--- config.mk ---
export PLATFORM = sky130hd
export DESIGN_NAME = hilo_mul_unit
export DESIGN_NICKNAME = d
export VERILOG_FILES = /design/src/rtl/hilo_mul_unit.sv
export SDC_FILE = /design/constraint.sdc
export NUM_CORES = 1
export LEC_CHECK = 0
export CORE_UTILIZATION = 46
export CTS_CLUSTER_SIZE = 25
export DETAILED_ROUTE_END_ITERATION = 12
export GPL_ROUTABILITY_DRIVEN = 0
export PLACE_DENSITY = 0.66
export SLEW_MARGIN = 20
export SYNTH_ARGS = -nofsm -noshare
export SYNTH_HDL_FRONTEND = slang
export SYNTH_SLANG_ARGS = --single-unit
--- constraint.sdc ---
create_clock -name clk -period 8.1 [get_ports clk]
set_clock_uncertainty 0.2 [all_clocks]
set_input_delay 0.81 -clock clk [delete_from_list [all_inputs] [get_ports clk]]
set_output_delay 0.81 -clock clk [all_outputs]
set_load 0.01 [all_outputs]
--- src/rtl/hilo_mul_unit.sv ---
// HI/LO multiply / multiply-accumulate unit: iterative 32-cycle shift-add by default.
// Define MUL_FAST_EN to build a single-cycle 32x32 multiplier instead (CALC lasts one cycle).
module hilo_mul_unit #(
    parameter logic [2:0] MUL_MADD  = 3'b000,
    parameter logic [2:0] MUL_MADDU = 3'b001,
    parameter logic [2:0] MUL_MUL   = 3'b010,
    parameter logic [2:0] MUL_MFHI  = 3'b101,
    parameter logic [2:0] MUL_MFLO  = 3'b100
) (
    input  logic        clk,
    input  logic        rst_n,
    input  logic        start,
    input  logic [2:0]  mul_op,
    input  logic [31:0] src_a,
    input  logic [31:0] src_b,
    input  logic        flush,
    output logic        busy,
    output logic        done,
    output logic [31:0] hi,
    output logic [31:0] lo,
    output logic [31:0] rd_data
);

    typedef enum logic [1:0] {StIdle, StCalc, StDone} state_e;

    state_e      state_q, state_d;
    logic [2:0]  op_q;
    logic        neg_q;
    logic [31:0] hi_q, lo_q;

    logic        op_valid;
    logic        accept;
    logic        calc_last;
    logic        signed_in;
    logic [31:0] mag_a_in, mag_b_in;
    logic [63:0] prod_mag;
    logic [63:0] prod;
    logic [63:0] result;

`ifdef MUL_FAST_EN
    logic [31:0] opa_q, opb_q;
`else
    logic [63:0] mcand_q;
    logic [31:0] mplier_q;
    logic [63:0] acc_q;
    logic [4:0]  count_q;
`endif

    assign op_valid  = (mul_op == MUL_MADD) || (mul_op == MUL_MADDU) || (mul_op == MUL_MUL);
    assign accept    = (state_q == StIdle) && start && op_valid;
    assign signed_in = (mul_op != MUL_MADDU);
    // Magnitudes; -0x80000000 wraps to 0x80000000, which is the correct unsigned magnitude.
    assign mag_a_in  = (signed_in && src_a[31]) ? (~src_a + 32'd1) : src_a;
    assign mag_b_in  = (signed_in && src_b[31]) ? (~src_b + 32'd1) : src_b;

`ifdef MUL_FAST_EN
    assign calc_last = 1'b1;
    assign prod_mag  = {32'd0, opa_q} * {32'd0, opb_q};
`else
    assign calc_last = (count_q == 5'd31);
    // Accumulator including this cycle's partial product, so the last step is folded in.
    assign prod_mag  = acc_q + (mplier_q[0] ? mcand_q : 64'd0);
`endif

    always_comb begin
        prod = neg_q ? (~prod_mag + 64'd1) : prod_mag;
        if (op_q == MUL_MUL) begin
            result = prod;
        end else begin
            result = {hi_q, lo_q} + prod;
        end
    end

    // State register
    always_ff @(posedge clk or negedge rst_n) begin
        if (!rst_n) begin
            state_q <= StIdle;
        end else begin
            state_q <= state_d;
        end
    end

    // Next-state logic
    always_comb begin
        state_d = state_q;
        unique case (state_q)
            StIdle: begin
                if (accept) state_d = StCalc;
            end
            StCalc: begin
                if (flush) begin
                    state_d = StIdle;
                end else if (calc_last) begin
                    state_d = StDone;
                end
            end
            StDone: state_d = StIdle;
            default: state_d = StIdle;
        endcase
    end

    // Outputs
    always_comb begin
        busy = (state_q != StIdle);
        done = (state_q == StDone);
    end

    // Operand latch and iterative datapath
    always_ff @(posedge clk or negedge rst_n) begin
        if (!rst_n) begin
            op_q     <= 3'd0;
            neg_q    <= 1'b0;
`ifdef MUL_FAST_EN
            opa_q    <= 32'd0;
            opb_q    <= 32'd0;
`else
            mcand_q  <= 64'd0;
            mplier_q <= 32'd0;
            acc_q    <= 64'd0;
            count_q  <= 5'd0;
`endif
        end else if (accept) begin
            op_q     <= mul_op;
            neg_q    <= signed_in && (src_a[31] ^ src_b[31]);
`ifdef MUL_FAST_EN
            opa_q    <= mag_a_in;
            opb_q    <= mag_b_in;
`else
            mcand_q  <= {32'd0, mag_a_in};
            mplier_q <= mag_b_in;
            acc_q    <= 64'd0;
            count_q  <= 5'd0;
`endif
        end else if (state_q == StCalc) begin
`ifndef MUL_FAST_EN
            acc_q    <= prod_mag;
            mcand_q  <= {mcand_q[62:0], 1'b0};
            mplier_q <= {1'b0, mplier_q[31:1]};
            count_q  <= count_q + 5'd1;
`endif
        end
    end

    // HI/LO write on the edge leaving CALC, unless aborted
    always_ff @(posedge clk or negedge rst_n) begin
        if (!rst_n) begin
            hi_q <= 32'd0;
            lo_q <= 32'd0;
        end else if ((state_q == StCalc) && !flush && calc_last) begin
            hi_q <= result[63:32];
            lo_q <= result[31:0];
        end
    end

    assign hi      = hi_q;
    assign lo      = lo_q;
    assign rd_data = (mul_op == MUL_MFHI) ? hi_q : lo_q;

endmodule
==> results of run 1 <==
-- flip-flops by register name (all words and copies together), names as in the netlist --
name and cells:
op_q 3, neg_q 1, mcand_q 64, mplier_q 32, state_q 2, lo 32, count_q 5, acc_q 64
hi 32
-- worst max path at each step --
stage          slack, ns  cells past startpoint  endpoint        start
2_1_floorplan       0.59                     31    hi[30]  mplier_q[0]
3_3_place_gp        0.12                     29    hi[31]   mcand_q[0]
3_5_place_dp       -0.03                     29    hi[25]  mplier_q[0]
4_1_cts            0.006                     29    hi[30]  mplier_q[0]
5_1_grt            -0.05                     27    hi[28]  mplier_q[0]
6_report            0.28                     28    hi[24]  mplier_q[0]
-- power breakdown --
group          internal (mW)  switching, mW  total (mW)
combinational           1.58           2.43        4.01
sequential              1.41          0.202        1.61
clock                  0.829          0.530        1.36
-- placed cells by master, fill, tap and decap left out, drive strengths merged, types with 34 or more instances in the layout --
master / instances
dfrtp: 235
nor2: 219
o21ai: 262
clkdlybuf4s50: 167
xor2: 78
xnor2: 154
inv: 41
nand3: 82
buf: 61
mux2: 34
a21o: 68
ha: 140
a21oi: 198
clkbuf: 36
and2: 79
nand2: 441
o31ai: 35
nand4: 40
a31oi: 80
-- cells by family (layout without fill, tap and decap cells) --
family | after synthesis | count (layout) | synth area share [%]
xor+xnor | 232 | 232 | 9.74
simple gates | 1021 | 1021 | 22.7
compound gates | 836 | 836 | 25.0
flops | 235 | 235 | 28.2
fa+ha+maj | 142 | 142 | 8.59
buf+inv | 187 | 318 | 3.48
mux | 44 | 44 | 2.32
-- through the flow --
step	setup TNS, ns	instances
2_1_floorplan	0	2697
3_3_place_gp	0	3362
3_5_place_dp	-0.0572	3362
4_1_cts	0	3412
5_1_grt	-0.0941	3420
6_report	0	3420
-- final cells by class --
cell class	instances	area, µm²	area share [%]
repair buffers	228	2160	8.87
clock inverters	14	204	0.839
multi-input cells	2275	14400	59.3
flip-flops and latches	235	5880	24.2
clock buffers	36	772	3.17
inverters	40	150	0.617
well taps	592	741	3.05
-- layer usage --
layer	routed length [µm]	track usage (%)
met5	0	0
met4	1410	6.88
met3	5030	3.78
met2	27800	42.3
met1	29300	38.7
-- timing repair --
| action | in CTS | in global routing |
|---|---|---|
| setup endpoints to repair | 2 | 14 |
| gates resized for setup | 2 | 31 |
| setup buffers | 0 | 8 |
| pin swaps | 0 | 9 |
==> results.toml, run 1 <==
[outcome]
status = "finished clean"

[power_and_ir_drop]
power.density_nw_per_um2 = 287
power_mw = 6.98
leakage_nw = 10.6
ir_worst_vdd_v = 0.000131

[clock_network]
cts_tree = "built"
cts_hold_buf = 0
cts_sinks = 235
clk_latency_ns = 0.58
cts_buffer_depth = 3
path_clk_slew_ns = 0.06
root_buffer = "clkbuf_16"
htree_levels = 1
numCtsBuffers = 29

[synthesis]
synth_ff_type = "dfrtp_1"
synth_common_cells = "nand2_1, o21ai_0, dfrtp_1, nor2_1, a21oi_1"
syn-num-nets = 2910
synth_top_area_share_pct = 28.2
synth.yosys.seq_area_share_pct = 28.2
synth.top_cells.by_area = "dfrtp_1, ha_1, nand2_1, xnor2_1, o21ai_0"
synthCells = 2697
synth_largest_area_cell = "dfrtp_1"
synthArstFlopShare_pct = 100
synth_cell_types = 84
ys_seq_elements = 235
synth_area_um2 = 20900
synth_edf_count = 0
syn_area_per_cell_um2 = 7.73
synthMostInstantiatedCell = "nand2_1"
synth_warnings = 0

[die]
die_w_um = 215
die_h_um = 215
start_util_pct = 46.9
io_pins = 169
row_count = 77
die_area_um2 = 46200
coreArea_um2 = 44500

[detailed_routing]
dr.pass1.iters = 5
drt_iter0_drc = 1863
drt-total-wl_um = 63500
vias = 20400
avgRoutedWirePerCell_um = 18.6
route.detailed.drc = 0
vias_per_cell = 5.97
ant_nets = 0

[place]
dp_slack_ns = -0.0300
dpl_cell_area_um2 = 23200
port_buffers = 168
dpl.hpwl_um = 48100

[timing]
setup_violations = 0
fin_ws_ns = 0.284
fmax_ghz = 0.128
hold_ws_ns = 0.00215
finalHoldViolations = 0
relSlewSlack_pct = 29.3
post-route-period-util_pct = 96.5
worst_pin_slew_ns = 1.06
finalCriticalPeriod_ns = 7.82
final-max-slew-violation-count = 0

[worst_setup_path]
rr_worst_depth = 28
regToRegEndpoint = "hi[24]"
cpLargestDelayFamily = "compound AO/OA/AOI/OAI gates"
critPathArrivalTime_ns = 8.06
worst_path_max_delay_cell = "or4_4"
critPathLaunchType = "register"
slowest_delay_ns = 0.60
crit_top_cell = "o21ai_0"
r2r_start = "mplier_q[0]"
required_ns = 8.34
regToRegSetupSlack_ns = 0.28
crit_type = "register to register"
cp_max_fo = 15
worst-path-buf-inv = 2
endpoint_kind = "register"

[hold_path]
hold_path.class = "input port to async pin"

[cells_and_area]
stdcell_area_um2 = 24300
fin_util_pct = 54.6
fill_cells = 4178
syn_to_final_growth_pct = 16.6
layout.nets = 3022
drive_above_1_share_pct = 7.32
diodes = 0

[grt]
first_global_vias = 19200
grt_first_pass_wirelength_um = 103000
antenna_found_initial = 0
grtUsageTotal_pct = 26.9
grt_max_degree = 153
overflow = 0

[run]
maxCapViolCount = 0
Note: power is estimated with default switching activity, not from simulation.
==> inputs of run 2 (changes only) <==
Settings changed: CORE_UTILIZATION 46 to 45, PLACE_DENSITY 0.66 to not set, RECOVER_POWER set to 25.
==> run 2 against run 1 <==
Effect of this change: the run now ends with max-capacitance violations, max-slew violations left; via count down 0.19%; critical path depth up 1; global-route usage up 0.31 points; setup slack better by 0.11 ns; cell area up 0.48%; sequential power about the same; non-clock buffer count up 4; critical path type unchanged; largest power group unchanged.
==> results.toml, run 2 (synthesis results as in run 1) <==
[outcome]
status = "finished, violations left"
violations = "max-capacitance violations, max-slew violations"

[timing]
finalCriticalPeriod_ns = 7.71
relSlewSlack_pct = -291
final-max-slew-violation-count = 103
fin_ws_ns = 0.393
post-route-period-util_pct = 95.1
finalHoldViolations = 0
setup_violations = 0
fin_setup_tns_ns = 0
worst_pin_slew_ns = 5.87
fmax_ghz = 0.130

[power_and_ir_drop]
power.internal_mw = 3.83
power.density_nw_per_um2 = 288
p_sw_share_pct = 45.6
power_mw = 7.05
combPwrFrac_pct = 57.3
leakage_nw = 10.7
seqPwrFrac_pct = 23.0
ir_worst_vdd_v = 0.000183
power_frac_clock_pct = 19.7
power_switching_mw = 3.21

[worst_setup_path]
cpLargestDelayFamily = "compound AO/OA/AOI/OAI gates"
worst-path-buf-inv = 1
crit_type = "register to register"
slowest_delay_ns = 0.57
required_ns = 8.37
regToRegSetupSlack_ns = 0.39
r2r_start = "mplier_q[0]"
cp_max_fo = 6
endpoint_kind = "register"
crit_top_cell = "a21o_1"
critPathArrivalTime_ns = 7.97
cp-startpoint = "mplier_q[0]"
worst_path_max_delay_cell = "or4b_4"
critPathLaunchType = "register"

[detailed_routing]
dr.pass1.iters = 5
route.detailed.drc = 0
drt-total-wl_um = 65300
drt_iter0_drc = 1936
ant_nets = 0
vias = 20400
avgRoutedWirePerCell_um = 19.0
vias_per_cell = 5.92

[die]
io_pins = 169
row_count = 78
coreArea_um2 = 45600
start_util_pct = 45.8
die_h_um = 217
die_w_um = 217
die_area_um2 = 47200

[place]
port_buffers = 168
dpl.hpwl_um = 49400
dp_slack_ns = -0.110

[grt]
first_global_vias = 19100
antenna_found_initial = 0
overflow = 0
grt_max_degree = 135
grtUsageTotal_pct = 27.2
grt_first_pass_wirelength_um = 104000

[clock_network]
clk_latency_ns = 0.59
htree_levels = 1
cts_tree = "built"
root_buffer = "clkbuf_16"
cts_sinks = 235
numCtsBuffers = 31
path_clk_slew_ns = 0.06
cts_buffer_depth = 3
cts_hold_buf = 0

[run]
maxCapViolCount = 1

[cells_and_area]
syn_to_final_growth_pct = 17.1
reg_top3 = "acc_q (64), mcand_q (64)"
diodes = 0
fill_cells = 4329
multiInputGateArea_um2 = 14400
drive_above_1_share_pct = 7.96
final_common_cell = "nand2_1"
layout.nets = 3028
ff_latch_area_um2 = 5880
final_cell_mix = "nand2_1, o21ai_0, dfrtp_1, nor2_1, a21oi_1"

[hold_path]
hp-start = "op_q[0]"
hold_path.class = "register to register"
## run 2: cell count changes in the layout (fill, tap and decap cells not counted), sizes merged
cell,before,now
buf,61,64
clkbuf,36,42
clkinv,6,7
bufinv,5,2
inv,41,42
clkinvlp,2,5
## run 2: power by group through the flow
| stage | logic (mW) | clock network [mW] | registers [mW] |
|---|---|---|---|
| 2_1_floorplan | 2.90 | 0 | 1.55 |
| 3_3_place_gp | 3.83 | 0 | 1.62 |
| 3_5_place_dp | 3.89 | 0 | 1.63 |
| 4_1_cts | 3.91 | 1.42 | 1.61 |
| 5_1_grt | 4.46 | 1.47 | 1.65 |
| 6_report | 4.04 | 1.39 | 1.62 |
## run 2: cell type report
type | instances | area share, %
Multi-Input combinational cell | 2275 | 59.1
Inverter | 40 | 0.614
Clock inverter | 16 | 0.630
Clock buffer | 41 | 3.57
Tap cell | 600 | 3.07
Timing Repair Buffer | 232 | 8.92
Sequential cell | 235 | 24.1
## run 2: worst register-to-register path, delay by kind of cell, from the launching register on
kind | cells | cell delay [ns]
XOR/XNOR | 1 | 0.18
flip-flops | 1 | 0.41
AND/OR/NAND/NOR | 8 | 2.54
adder cells (fa/ha/maj) | 3 | 0.96
buffers and inverters | 1 | 0.15
AO/OA/AOI/OAI | 15 | 3.08
multiplexers | 1 | 0.06
## run 2: through the flow
stage          cells  hold WS [ns]  area [µm²]  utilization [%]
2_1_floorplan   2697         0.251       20900                -
3_3_place_gp    3377         0.267       23200             50.9
3_5_place_dp    3377         0.276       23200             50.9
4_1_cts         3434        0.0796       24200             53.2
5_1_grt         3439         0.300       24400             53.6
6_report        3439         0.282       24400             53.6
## run 2: what timing repair did
action                     in CTS  in global routing
buffers inserted                0                  5
resized for setup               3                 41
pin swaps                       0                  7
setup endpoints to repair       3                 13
## run 2: final timing paths
path / endpoint / cells after the start
setup / recovery: hi[31] / 29
hold / removal: op_q[0] / 2
setup reg to reg: hi[31] / 29
hold reg to reg: op_q[0] / 2
max in group asynchronous: acc_q[55] / 1
min in group asynchronous: lo[0] / 1
## run 2: routing by layer
layer / track usage [%] / vias up / routed length [µm]
li1: - / 9929 / -
met1: 39.5 / 9633 / 31000
met2: 42.9 / 711 / 28400
met3: 3.26 / 102 / 4490
met4: 6.57 / 0 / 1450
met5: 0 / - / 0
